**config.mk**
```make
export PLATFORM = sky130hd
export DESIGN_NAME = fuzz_wb_master_bridge
export DESIGN_NICKNAME = d
export VERILOG_FILES = /design/src/rtl/fuzz_wb_master_bridge_pkg.sv /design/src/rtl/fuzz_wb_master_bridge.sv
export SDC_FILE = /design/constraint.sdc
export NUM_CORES = 1
export LEC_CHECK = 0
export BUFFER_PORTS_ARGS = -buffer_cell sky130_fd_sc_hd__buf_4
export CORE_UTILIZATION = 51
export DETAILED_ROUTE_END_ITERATION = 6
export PLACE_DENSITY_LB_ADDON = 0.3
export SYNTH_ARGS = -nofsm -noshare
export SYNTH_HDL_FRONTEND = slang
export SYNTH_SLANG_ARGS = --single-unit
```
**constraint.sdc**
```tcl
create_clock -name clk -period 10.4 [get_ports clk]
set_input_delay 2.08 -clock clk [delete_from_list [all_inputs] [get_ports clk]]
set_output_delay 2.08 -clock clk [all_outputs]
set_load 0.02 [all_outputs]
```
**src/rtl/fuzz_wb_master_bridge_pkg.sv**
```systemverilog
// ---------------------------------------------------------------------------
// fuzz_wb_pkg
// Shared definitions for the fuzzer's Wishbone bridges (master and slave side).
//   state_t               : bridge bus-cycle state (IDLE / CYCLE / GAP)
//   TIMEOUT_RDATA_DEFAULT : read data returned on bus error or timeout
//   SEL_ALL_ONES          : all-ones byte-select source; each bridge slices off
//                           DATA_WIDTH/8 bits of it (covers buses up to 512 bits)
// ---------------------------------------------------------------------------
package fuzz_wb_pkg;

  typedef enum logic [1:0] {
    ST_IDLE  = 2'd0,
    ST_CYCLE = 2'd1,
    ST_GAP   = 2'd2
  } state_t;

  localparam logic [31:0] TIMEOUT_RDATA_DEFAULT = 32'hDEAD_DEAD;

  localparam int          SEL_MAX_WIDTH = 64;
  localparam logic [SEL_MAX_WIDTH-1:0] SEL_ALL_ONES = '1;

endpackage

```
**src/rtl/fuzz_wb_master_bridge.sv**
```systemverilog
// ---------------------------------------------------------------------------
// fuzz_wb_master_bridge
// Turns the fuzz FSM's level-sensitive request interface into Wishbone classic
// single-beat cycles. A bus timeout guarantees that a hung slave cannot stall
// the fuzzer; errors and timeouts both complete the request with an error flag.
//
// Ports
//   clk, rst                  : clock, asynchronous active-high reset
//   ext_master_req/we         : request strobe (level) and direction (1 = write)
//   ext_master_addr_read/write: address used for reads / writes
//   ext_master_wdata          : write data
//   ext_master_rdata          : last read data (TIMEOUT_RDATA on failure)
//   ext_master_read_done      : one-cycle read completion pulse
//   ext_master_write_done     : one-cycle write completion pulse
//   ext_master_err            : one-cycle pulse alongside done on failure
//   wb_*                      : Wishbone classic master port
//   busy                      : high whenever the bridge is not idle
//   txn_count, err_count      : saturating completed / failed transaction counts
// ---------------------------------------------------------------------------
module fuzz_wb_master_bridge
  import fuzz_wb_pkg::*;
#(
  parameter int                    ADDR_WIDTH     = 32,
  parameter int                    DATA_WIDTH     = 32,
  parameter int                    TIMEOUT_CYCLES = 256,
  parameter logic [DATA_WIDTH-1:0] TIMEOUT_RDATA  = DATA_WIDTH'(TIMEOUT_RDATA_DEFAULT),
  parameter int                    CNT_WIDTH      = 16
) (
  input  logic                    clk,
  input  logic                    rst,
  input  logic                    ext_master_req,
  input  logic                    ext_master_we,
  input  logic [ADDR_WIDTH-1:0]   ext_master_addr_read,
  input  logic [ADDR_WIDTH-1:0]   ext_master_addr_write,
  input  logic [DATA_WIDTH-1:0]   ext_master_wdata,
  output logic [DATA_WIDTH-1:0]   ext_master_rdata,
  output logic                    ext_master_read_done,
  output logic                    ext_master_write_done,
  output logic                    ext_master_err,
  output logic                    wb_cyc_o,
  output logic                    wb_stb_o,
  output logic                    wb_we_o,
  output logic [ADDR_WIDTH-1:0]   wb_adr_o,
  output logic [DATA_WIDTH-1:0]   wb_dat_o,
  output logic [DATA_WIDTH/8-1:0] wb_sel_o,
  input  logic [DATA_WIDTH-1:0]   wb_dat_i,
  input  logic                    wb_ack_i,
  input  logic                    wb_err_i,
  output logic                    busy,
  output logic [CNT_WIDTH-1:0]    txn_count,
  output logic [CNT_WIDTH-1:0]    err_count
);

  localparam int                  SEL_W    = DATA_WIDTH / 8;
  localparam logic [SEL_W-1:0]    SEL_ONES = SEL_ALL_ONES[SEL_W-1:0];
  localparam int                  TMO_W    = $clog2(TIMEOUT_CYCLES);
  localparam logic [TMO_W-1:0]    TMO_LAST = TMO_W'(TIMEOUT_CYCLES - 1);

  state_t                  r_state;
  logic [TMO_W-1:0]        r_tmo;
  logic [DATA_WIDTH-1:0]   r_rdata;
  logic                    r_read_done;
  logic                    r_write_done;
  logic                    r_err;
  logic                    r_cyc;
  logic                    r_we;
  logic [ADDR_WIDTH-1:0]   r_adr;
  logic [DATA_WIDTH-1:0]   r_dat;
  logic [SEL_W-1:0]        r_sel;
  logic                    r_busy;
  logic [CNT_WIDTH-1:0]    r_txn_count;
  logic [CNT_WIDTH-1:0]    r_err_count;

  // Error beats ack; a timeout only counts when the slave stayed silent.
  logic w_fail;
  logic w_finish;
  assign w_fail   = wb_err_i || (!wb_ack_i && (r_tmo == TMO_LAST));
  assign w_finish = w_fail || wb_ack_i;

  always_ff @(posedge clk or posedge rst) begin
    if (rst) begin
      r_state      <= ST_IDLE;
      r_tmo        <= '0;
      r_rdata      <= '0;
      r_read_done  <= 1'b0;
      r_write_done <= 1'b0;
      r_err        <= 1'b0;
      r_cyc        <= 1'b0;
      r_we         <= 1'b0;
      r_adr        <= '0;
      r_dat        <= '0;
      r_sel        <= '0;
      r_busy       <= 1'b0;
      r_txn_count  <= '0;
      r_err_count  <= '0;
    end else begin
      // Completion flags are single-cycle pulses.
      r_read_done  <= 1'b0;
      r_write_done <= 1'b0;
      r_err        <= 1'b0;

      case (r_state)
        ST_IDLE: begin
          if (ext_master_req) begin
            r_state <= ST_CYCLE;
            r_busy  <= 1'b1;
            r_cyc   <= 1'b1;
            r_we    <= ext_master_we;
            r_adr   <= ext_master_we ? ext_master_addr_write : ext_master_addr_read;
            r_dat   <= ext_master_wdata;
            r_sel   <= SEL_ONES;
            r_tmo   <= '0;
          end
        end

        ST_CYCLE: begin
          if (w_finish) begin
            r_state      <= ST_GAP;
            // Return the bus to its idle (all-zero) image.
            r_cyc        <= 1'b0;
            r_we         <= 1'b0;
            r_adr        <= '0;
            r_dat        <= '0;
            r_sel        <= '0;
            r_read_done  <= !r_we;
            r_write_done <= r_we;
            r_err        <= w_fail;
            if (!r_we) begin
              r_rdata <= w_fail ? TIMEOUT_RDATA : wb_dat_i;
            end
            if (r_txn_count != '1) begin
              r_txn_count <= r_txn_count + CNT_WIDTH'(1);
            end
            if (w_fail && (r_err_count != '1)) begin
              r_err_count <= r_err_count + CNT_WIDTH'(1);
            end
          end else begin
            r_tmo <= r_tmo + TMO_W'(1);
          end
        end

        ST_GAP: begin
          // One mandatory dead cycle; a pending request is taken in IDLE.
          r_state <= ST_IDLE;
          r_busy  <= 1'b0;
        end

        default: begin
          r_state <= ST_IDLE;
          r_busy  <= 1'b0;
          r_cyc   <= 1'b0;
        end
      endcase
    end
  end

  assign ext_master_rdata      = r_rdata;
  assign ext_master_read_done  = r_read_done;
  assign ext_master_write_done = r_write_done;
  assign ext_master_err        = r_err;
  assign wb_cyc_o              = r_cyc;
  assign wb_stb_o              = r_cyc;
  assign wb_we_o               = r_we;
  assign wb_adr_o              = r_adr;
  assign wb_dat_o              = r_dat;
  assign wb_sel_o              = r_sel;
  assign busy                  = r_busy;
  assign txn_count             = r_txn_count;
  assign err_count             = r_err_count;

endmodule

```
==> flow_summary.ini, run 1 <==
[yosys]
synth.distinct_cells = 47
ys.flop_type = dfrtp_1
synthArstFlopShare = 1.00
ys_seq_area_frac = 0.573
synth_edf_count = 0
synth-seq-cells = 145
syn_area_mm2 = 0.00633
yosys_warnings = 0
syn_area_per_cell_um2 = 10.8
syn_nets = 722
syn_inst = 585

[worst_setup_path]
critPathBufInv = 2
cp_slowest_cell = or3_1
critPathTopFamily = simple AND/OR/NAND/NOR gates
required_ns = 10.70
cp_max_fo = 33
reg2reg_to = ext_master_rdata[4]
critPathMaxStageDelay_ns = 0.89
reg2reg_depth = 7
critical_path.cell_chain = buf_4 -> nor2_1 -> a21boi_2 -> or3_1 -> inv_2 -> nand3_1 -> nand2_1
criticalPathCategory = in -> reg
critPathArrivalTime_ns = 4.34
r2r_slack_ns = 7.33
r2r-start = r_tmo[0]
critPathCaptureType = flip-flop
cp-start-kind = input pin

[sta]
finClkSkew_ns = 0.00899
rsz0062_at_grt = false
setup_tns_ns = 0
tightestPinTransition_ns = 1.13
slew_viol_final = 0
final.period_utilization = 0.389
worst_slack_ns = 6.35
hold_violations = 0
slew_headroom = 0.244
setup_viol = 0
hold_ws_ns = 0.472
fin_crit_ns = 4.05
timing.fmax_mhz = 247

[global_route]
grt_pass1_wl_um = 26800
grt_use_total = 0.270
grt_antenna_before_repair = 0
grt_pass1_vias = 5344
grt_max_degree = 91
grt_overflow_total = 0

[clock_network]
clock_sinks = 145
ctsHtreeMaxLevel = 4
postCtsHoldBufs = 0
clockRootBuffer = clkbuf_16
clk-insertion-delay-late_ns = 0.42
clockBufferDepth = 2
cts_tree = built
post_cts_resized = 0
cts_setup_buffers = 0
clkTransAtPathRegs_ns = 0.06
cts_made_buffers = 17

[flow_run]
maxCapViolCount = 0

[cells_and_area]
final_util = 0.745
finalNetCount = 979
final_common_cell = buf_4
area_delta_synth_final_pct = 41.9
mostFrequentLayoutCells = buf_4, dfrtp_1, nand2_1, nor2_1
drive_above_1_share = 0.381
antenna_cells = 0

[worst_hold_path]
hold_depth = 2
worstHoldStart = ext_master_rdata[8]
hold_end = ext_master_rdata[8]
hold_path.class = reg -> reg

[routing]
num_vias = 5426
routed_via_density = 5.30
drt_iter0_markers = 346
drt_first_pass_iters = 4
routed_wl_um = 16800
final_antenna_net_count = 0
wl_per_cell_um = 16.4
drc = 0

[place]
portBuffers = 272
hpwl_um = 12300
place_congestion = 0.848
pre_cts_slack_ns = 5.94

[die]
start_util = 0.525
coreArea_mm2 = 0.0121
dieWidth_um = 113
rows = 40
dieArea_mm2 = 0.0129
dieHeight_um = 113
num_io_pins = 273

[run_status]
status = complete, no violations

[power_and_ir_drop]
power.density_mw_per_mm2 = 249
ir_drop_mv = 0.171
power_uw = 2240
leakage_uw = 0.00445
==> final cells by class <==
cell class / count / area (um^2)
Clock buffer: 22 / 474
Clock inverter: 10 / 109
Fill cell: 857 / 3080
Inverter: 14 / 57.6
Multi-Input combinational cell: 388 / 2430
Sequential cell: 145 / 3630
Tap cell: 168 / 210
Timing Repair Buffer: 276 / 2070
==> worst reg2reg max path: cells and delay by family, from the launching register on <==
| family | cells | cell delay, ns |
|---|---|---|
| and+or+nand+nor | 4 | 1.45 |
| buffers and inverters | 1 | 0.53 |
| AOI/OAI and AO/OA | 1 | 0.24 |
| adders and majority gates | 1 | 0.31 |
| DFF | 1 | 0.43 |
==> registers in the layout, summed over array words and instances (netlist names) <==
register               flops
busy                       1
wb_we_o                    1
wb_dat_o                  32
txn_count                 16
r_state                    2
r_tmo                      8
wb_cyc_o                   1
ext_master_err             1
err_count                 16
ext_master_rdata          32
ext_master_write_done      1
ext_master_read_done       1
wb_adr_o                  32
wb_sel_o                   1
==> where the power goes <==
group / leakage, uW / internal (uW) / switching (uW)
combinational: 0.00236 / 343 / 465
clock: 0.000286 / 370 / 221
sequential: 0.00180 / 725 / 117
total: 0.00445 / 1440 / 803
==> stage by stage <==
| step | std cells | instance area [um^2] |
|---|---|---|
| final | 1023 | 8990 |
| after global routing | 1023 | 8990 |
| after CTS | 1023 | 8990 |
| after detailed placement | 991 | 8400 |
| after global placement | 991 | 8400 |
| after floorplan | 585 | 6330 |
==> how the worst max path moves through the flow <==
stage | from | to | slack (ns) | cells past startpoint
after global routing | wb_ack_i | ext_master_rdata[21] | 6.18 | 7
after floorplan | rst | busy | 4.43 | 1
after global placement | wb_ack_i | ext_master_rdata[1] | 6.12 | 7
after detailed placement | wb_ack_i | ext_master_rdata[4] | 5.94 | 7
final | wb_ack_i | ext_master_rdata[4] | 6.35 | 7
after CTS | wb_ack_i | ext_master_rdata[4] | 6.38 | 7
==> routing by layer <==
| metal | global-route usage | vias to the layer above | share of wire |
|---|---|---|---|
| met5 | 0 | - | 0 |
| met4 | 0.107 | 0 | 0.024 |
| met3 | 0.0574 | 32 | 0.054 |
| met2 | 0.470 | 183 | 0.51 |
| met1 | 0.330 | 2635 | 0.41 |
| li1 | - | 2576 | - |
==> synth_stat cells (all sizes together), types with 2 or more instances <==
cell type,instances,share of area
ha,3,0.0059
o31ai,25,0.032
mux2,2,0.0041
a22o,33,0.046
a21oi,6,0.0047
nand4,19,0.021
nor3,28,0.022
or4,2,0.0036
xnor2,19,0.026
and2,2,0.0020
buf,21,0.025
a31oi,5,0.0049
inv,14,0.0083
mux2i,33,0.052
o21ai,20,0.016
clkbuf,17,0.010
nand2,76,0.045
xor2,7,0.0097
nor2,64,0.038
and3,6,0.0061
nand3,23,0.021
dfrtp,145,0.57
nor4,3,0.0049
==> logic make-up (layout without fill, tap and decap cells) <==
family / after synthesis / in the layout / share of synthesized area
AND/OR/NAND/NOR: 227 / 227 / 0.169
flip-flops: 145 / 145 / 0.573
AO/OA/AOI/OAI: 97 / 97 / 0.117
buffers and inverters: 52 / 322 / 0.0433
multiplexers: 35 / 35 / 0.0563
XOR/XNOR: 26 / 26 / 0.0360
adder cells (fa/ha/maj): 3 / 3 / 0.00593
Power figures use the tool's default switching activity.
==> run 2: changes to the inputs <==
CORE_UTILIZATION = 43   (was 51)
clock period = 3.6 ns   (was 10.4 ns; I/O delays follow)
==> run 2 against run 1 <==
Compared with the run above: global-route usage down 4.4 points; sequential power rose to 2.9 times the previous value; largest power group unchanged; worst hold slack worse by 0.036 ns.
==> flow_summary.ini, run 2 (same netlist as run 1, synthesis figures left out) <==
[run_status]
status = complete, no violations

[sta]
slew_headroom = 0.503
slew_viol_final = 0
setup_viol = 0
worst_slack_ns = 1.13
final.period_utilization = 0.687
timing.fmax_mhz = 404
finClkSkew_ns = 0.00667
rsz0062_at_grt = false
tightestPinTransition_ns = 0.743
hold_violations = 0
fin_crit_ns = 2.47
setup_tns_ns = 0

[worst_setup_path]
r2r-start = r_tmo[0]
cp_slowest_cell = inv_2
reg2reg_to = ext_master_rdata[22]
critPathCaptureType = flip-flop
critical_path.cell_chain = ha_1 -> and4_4 -> a21boi_2 -> or3_1 -> buf_4 -> inv_2 -> nand3_1 -> nand2_1
r2r_slack_ns = 1.13
cp-start-kind = flip-flop
critPathArrivalTime_ns = 2.83
reg2reg_depth = 8
critPathMaxStageDelay_ns = 0.45
cp_max_fo = 33
required_ns = 3.95
criticalPathCategory = reg -> reg

[power_and_ir_drop]
power.share.clock = 0.285
ir_drop_mv = 0.371
pwr-share-seq = 0.364
power.density_mw_per_mm2 = 733
internal_power_uw = 4350
p_switching_uw = 2340
leakage_uw = 0.00450
swShare = 0.350
p_comb_frac = 0.351

[cells_and_area]
antenna_cells = 0
mostFrequentLayoutCells = buf_4, dfrtp_1, nand2_1, nor2_1
drive_above_1_share = 0.386
final_util = 0.644
regArea_mm2 = 0.00363
area_delta_synth_final_pct = 44.0
multi_input_area_mm2 = 0.00243
final_common_cell = buf_4
final_area_mm2 = 0.00912
final_cells = 1038
nFillCells = 1118
finalNetCount = 983

[die]
dieArea_mm2 = 0.0152
coreArea_mm2 = 0.0141
start_util = 0.448
num_io_pins = 273
rows = 43
dieHeight_um = 123
dieWidth_um = 123

[clock_network]
clkTransAtPathRegs_ns = 0.06
clockRootBuffer = clkbuf_16
clk-insertion-delay-late_ns = 0.42
clock_sinks = 145
clockBufferDepth = 2
post_cts_resized = 0
ctsHtreeMaxLevel = 4
cts_made_buffers = 17
cts_setup_buffers = 0
cts_tree = built
postCtsHoldBufs = 0

[routing]
routed_wl_um = 17000
routed_via_density = 5.29
final_antenna_net_count = 0
num_vias = 5491
wl_per_cell_um = 16.4
drc = 0
drt_first_pass_iters = 4
drt_iter0_markers = 282

[place]
hpwl_um = 12200
portBuffers = 272
pre_cts_slack_ns = 1.16
dpl-instance-area_mm2 = 0.00847
place_congestion = 0.793
dp.cells = 1007

[global_route]
grt_use_total = 0.226
grt_pass1_vias = 5299
grt_antenna_before_repair = 0
grt_pass1_wl_um = 26000
grt_max_degree = 89
grt_overflow_total = 0

[flow_run]
maxCapViolCount = 0

[worst_hold_path]
hold_path.class = in -> async
==> run 2: changes by cell type in the layout (fill, tap and decap cells not counted) <==
cell,change
buf_4,+2
inv_6,-1
buf_12,+2
clkinv_2,-3
clkinv_4,-1
bufinv_16,+2
clkbuf_8,+2
clkbuf_1,-2
clkinvlp_4,+2
==> run 2: final cells by class <==
cell class,count,area share
clock inverter,9,0.0167
sequential,145,0.398
inverter,14,0.00617
clock buffer,22,0.0542
tap,180,0.0247
multi-input combinational,388,0.267
timing repair buffer,280,0.233
==> run 2: power groups by stage <==
stage / combinational (uW) / sequential (uW) / clock (uW)
3_3_place_gp: 2310 / 2430 / 0
2_1_floorplan: 768 / 2970 / 0
6_report: 2350 / 2440 / 1900
5_1_grt: 2520 / 2500 / 2010
3_5_place_dp: 2360 / 2460 / 0
4_1_cts: 2370 / 2440 / 1940
==> run 2: critical path, delay by kind of cell (launching register included) <==
family	cells	cell delay, ns
AO/OA/AOI/OAI	1	0.10
adder cells (fa/ha/maj)	1	0.30
buffers and inverters	2	0.70
flip-flops	1	0.44
AND/OR/NAND/NOR	4	0.86
==> run 2: through the flow <==
step	total power [uW]	hold WS [ns]
final	6690	0.436
after global routing	7040	0.480
after CTS	6740	0.464
after detailed placement	4820	0.462
after global placement	4750	0.453
after floorplan	3730	0.468
==> run 2: worst max path at each step <==
stage,startpoint,endpoint,slack (ns),cells after the start
after floorplan,rst,busy,1.06,1
after CTS,r_tmo[0],ext_master_rdata[22],1.14,8
after global routing,r_tmo[0],ext_master_rdata[17],0.85,8
after global placement,wb_ack_i,wb_adr_o[26],1.22,6
final,r_tmo[0],ext_master_rdata[22],1.13,8
after detailed placement,wb_ack_i,wb_adr_o[25],1.16,6
==> run 2: layer usage <==
metal	track usage	vias up	share of wire
met5	0	-	0
met1	0.262	2678	0.41
met4	0.102	0	0.026
li1	-	2575	-
met3	0.0604	35	0.060
met2	0.389	203	0.51
==> run 3: changes to the inputs <==
ABC_AREA = 1   (was not set)
CORE_UTILIZATION = 45   (was 43)
clock period = 2.1 ns   (was 3.6 ns; I/O delays follow)
==> run 3 against run 2 <==
Compared with the run above: first-iteration DRC count increased by 21%; utilization increased by 0.61 points; worst hold slack got worse by 0.32 ns.
==> flow_summary.ini, run 3 <==
[run_status]
status = complete, no violations

[worst_setup_path]
criticalPathCategory = reg -> reg
cp_max_fo = 34
crit_path_start = r_tmo[1]
r2r_slack_ns = 0.23
critPathCaptureType = flip-flop
cp-start-kind = flip-flop
cp_common_cell = nand2_2
reg2reg_depth = 9
cp_slowest_cell = dfrtp_1
reg2reg_to = ext_master_rdata[27]
r2r-start = r_tmo[1]
required_ns = 2.39
critical_path.cell_chain = ha_1 -> nand2_2 -> nor2_4 -> nand2_2 -> nand3_4 -> nand3_2 -> buf_12 -> nand2_1 -> o21ai_1
critPathMaxStageDelay_ns = 0.39
critPathArrivalTime_ns = 2.16

[clock_network]
cts_made_buffers = 17
clk-insertion-delay-late_ns = 0.42
ctsHtreeMaxLevel = 4
clockRootBuffer = clkbuf_16
clockBufferDepth = 2
clkTransAtPathRegs_ns = 0.06
post_cts_resized = 0
clock_sinks = 145
postCtsHoldBufs = 0
cts_tree = built
cts_setup_buffers = 0

[yosys]
synth.largest_area_cell = dfrtp_1
ys_seq_area_frac = 0.504
synthArstFlopShare = 1.00
syn_inst = 940
ys.flop_type = dfrtp_1
syn_area_mm2 = 0.00720
synth_top_area_share = 0.504
synth_edf_count = 0
syn_nets = 1077
synth-seq-cells = 145
synth.distinct_cells = 28
yosys_warnings = 0
synth_common_cells = nand2_1, dfrtp_1, nor2_1
syn_area_per_cell_um2 = 7.66
yosys.cell_count.top_type = nand2_1
synth_area_leaders = dfrtp_1, nand2_1, nor2_1, o21ai_2, nand3_1

[routing]
drt_iter0_markers = 341
drt-met1-wl_um = 8190
wl_met3_um = 1250
top_layer = met4
drt_first_pass_iters = 5
final_antenna_net_count = 0
routed_via_density = 4.83
routed_wl_um = 19700
num_vias = 6907
drc = 0
met2_length_um = 9790
wl_per_cell_um = 13.8

[sta]
tightestPinTransition_ns = 0.473
fin_crit_ns = 1.87
slew_headroom = 0.684
setup_viol = 0
setup_tns_ns = 0
hold_violations = 0
rsz0062_at_grt = false
finClkSkew_ns = 0.00961
final.period_utilization = 0.891
worst_slack_ns = 0.230
slew_viol_final = 0
timing.fmax_mhz = 535

[power_and_ir_drop]
ir_drop_mv = 0.534
pwr-share-seq = 0.361
internal_power_uw = 7140
swShare = 0.370
p_comb_frac = 0.373
p_switching_uw = 4190
power_uw = 11300
power.share.clock = 0.266
power.density_mw_per_mm2 = 1130
leakage_uw = 0.00549

[cells_and_area]
final_cells = 1429
area_delta_synth_final_pct = 39.4
mostFrequentLayoutCells = nand2_1, buf_4, dfrtp_1, nor2_1, inv_1
final_common_cell = nand2_1
drive_above_1_share = 0.295
antenna_cells = 0
finalNetCount = 1343

[global_route]
grt_antenna_before_repair = 0
grt_overflow_total = 0
grt_use_total = 0.241
grt_pass1_wl_um = 31200
grt_pass1_vias = 6294
grt_max_degree = 89

[die]
start_util = 0.467
dieHeight_um = 128
coreArea_mm2 = 0.0154
dieWidth_um = 128
dieArea_mm2 = 0.0165
rows = 45
num_io_pins = 273

[place]
dp.cells = 1398
pre_cts_slack_ns = 0.105
place_congestion = 0.851
portBuffers = 272
hpwl_um = 14400

[flow_run]
maxCapViolCount = 0

[worst_hold_path]
hold_path.class = in -> async
## run 3: cell types whose count changed after synthesis, sizes merged, moves of 8 or more
cell	delta
buf	+8
nor3	-25
inv	+31
a22o	-33
a21oi	+12
nand2	+402
nand3	+15
mux2i	-33
o31ai	-25
o21ai	+22
nand4	+8
xnor2	-10
## run 3: cell families after synthesis
group / synth area share
AOI/OAI and AO/OA: 0.0532
xor gates and xnor gates: 0.0255
adders and majority gates: 0.00521
buffers and inverters: 0.0634
DFF: 0.504
and+or+nand+nor: 0.349
## run 3: power groups by stage
stage                     logic, uW  registers [uW]  clock network, uW
after floorplan                1530            4980                  0
after global placement         4190            4090                  0
after detailed placement       4250            4120                  0
after CTS                      4260            4090               3100
after global routing           4570            4180               3240
final                          4230            4090               3020
## run 3: area by class of cell
type,instances,area [um^2]
inverter,46,176
clock buffer,18,429
fill,1408,5390
timing repair buffer,293,2250
tap,211,264
clock inverter,13,163
sequential,145,3630
multi-input combinational,703,3120
## run 3: layer usage
| metal | track usage | up-vias |
|---|---|---|
| met5 | 0 | - |
| met4 | 0.0824 | 0 |
| met3 | 0.0553 | 32 |
| met2 | 0.404 | 233 |
| met1 | 0.306 | 3186 |
| li1 | - | 3456 |
## run 3: worst max-delay path by stage
stage	endpoint	slack, ns	depth (start not counted)
floorplan	busy	-0.14	1
finish	ext_master_rdata[27]	0.23	9
global placement	txn_count[6]	0.19	8
CTS	txn_count[9]	0.09	8
detailed placement	txn_count[9]	0.11	8
global route	ext_master_rdata[27]	0.05	9
## run 3: per-stage QoR
stage                util  hold slack (ns)  area (um^2)
finish              0.651            0.120        10000
global placement    0.612            0.455         9440
floorplan               -            0.489         7200
CTS                 0.650            0.121        10000
detailed placement  0.612            0.460         9440
global route        0.651            0.127        10000
## run 3: worst max-delay path, delay by kind of cell, from the launching register on
family	cells	cell delay (ns)
AO/OA/AOI/OAI	1	0.06
buffers and inverters	1	0.31
AND/OR/NAND/NOR	6	0.78
flip-flops	1	0.39
adder cells (fa/ha/maj)	1	0.20
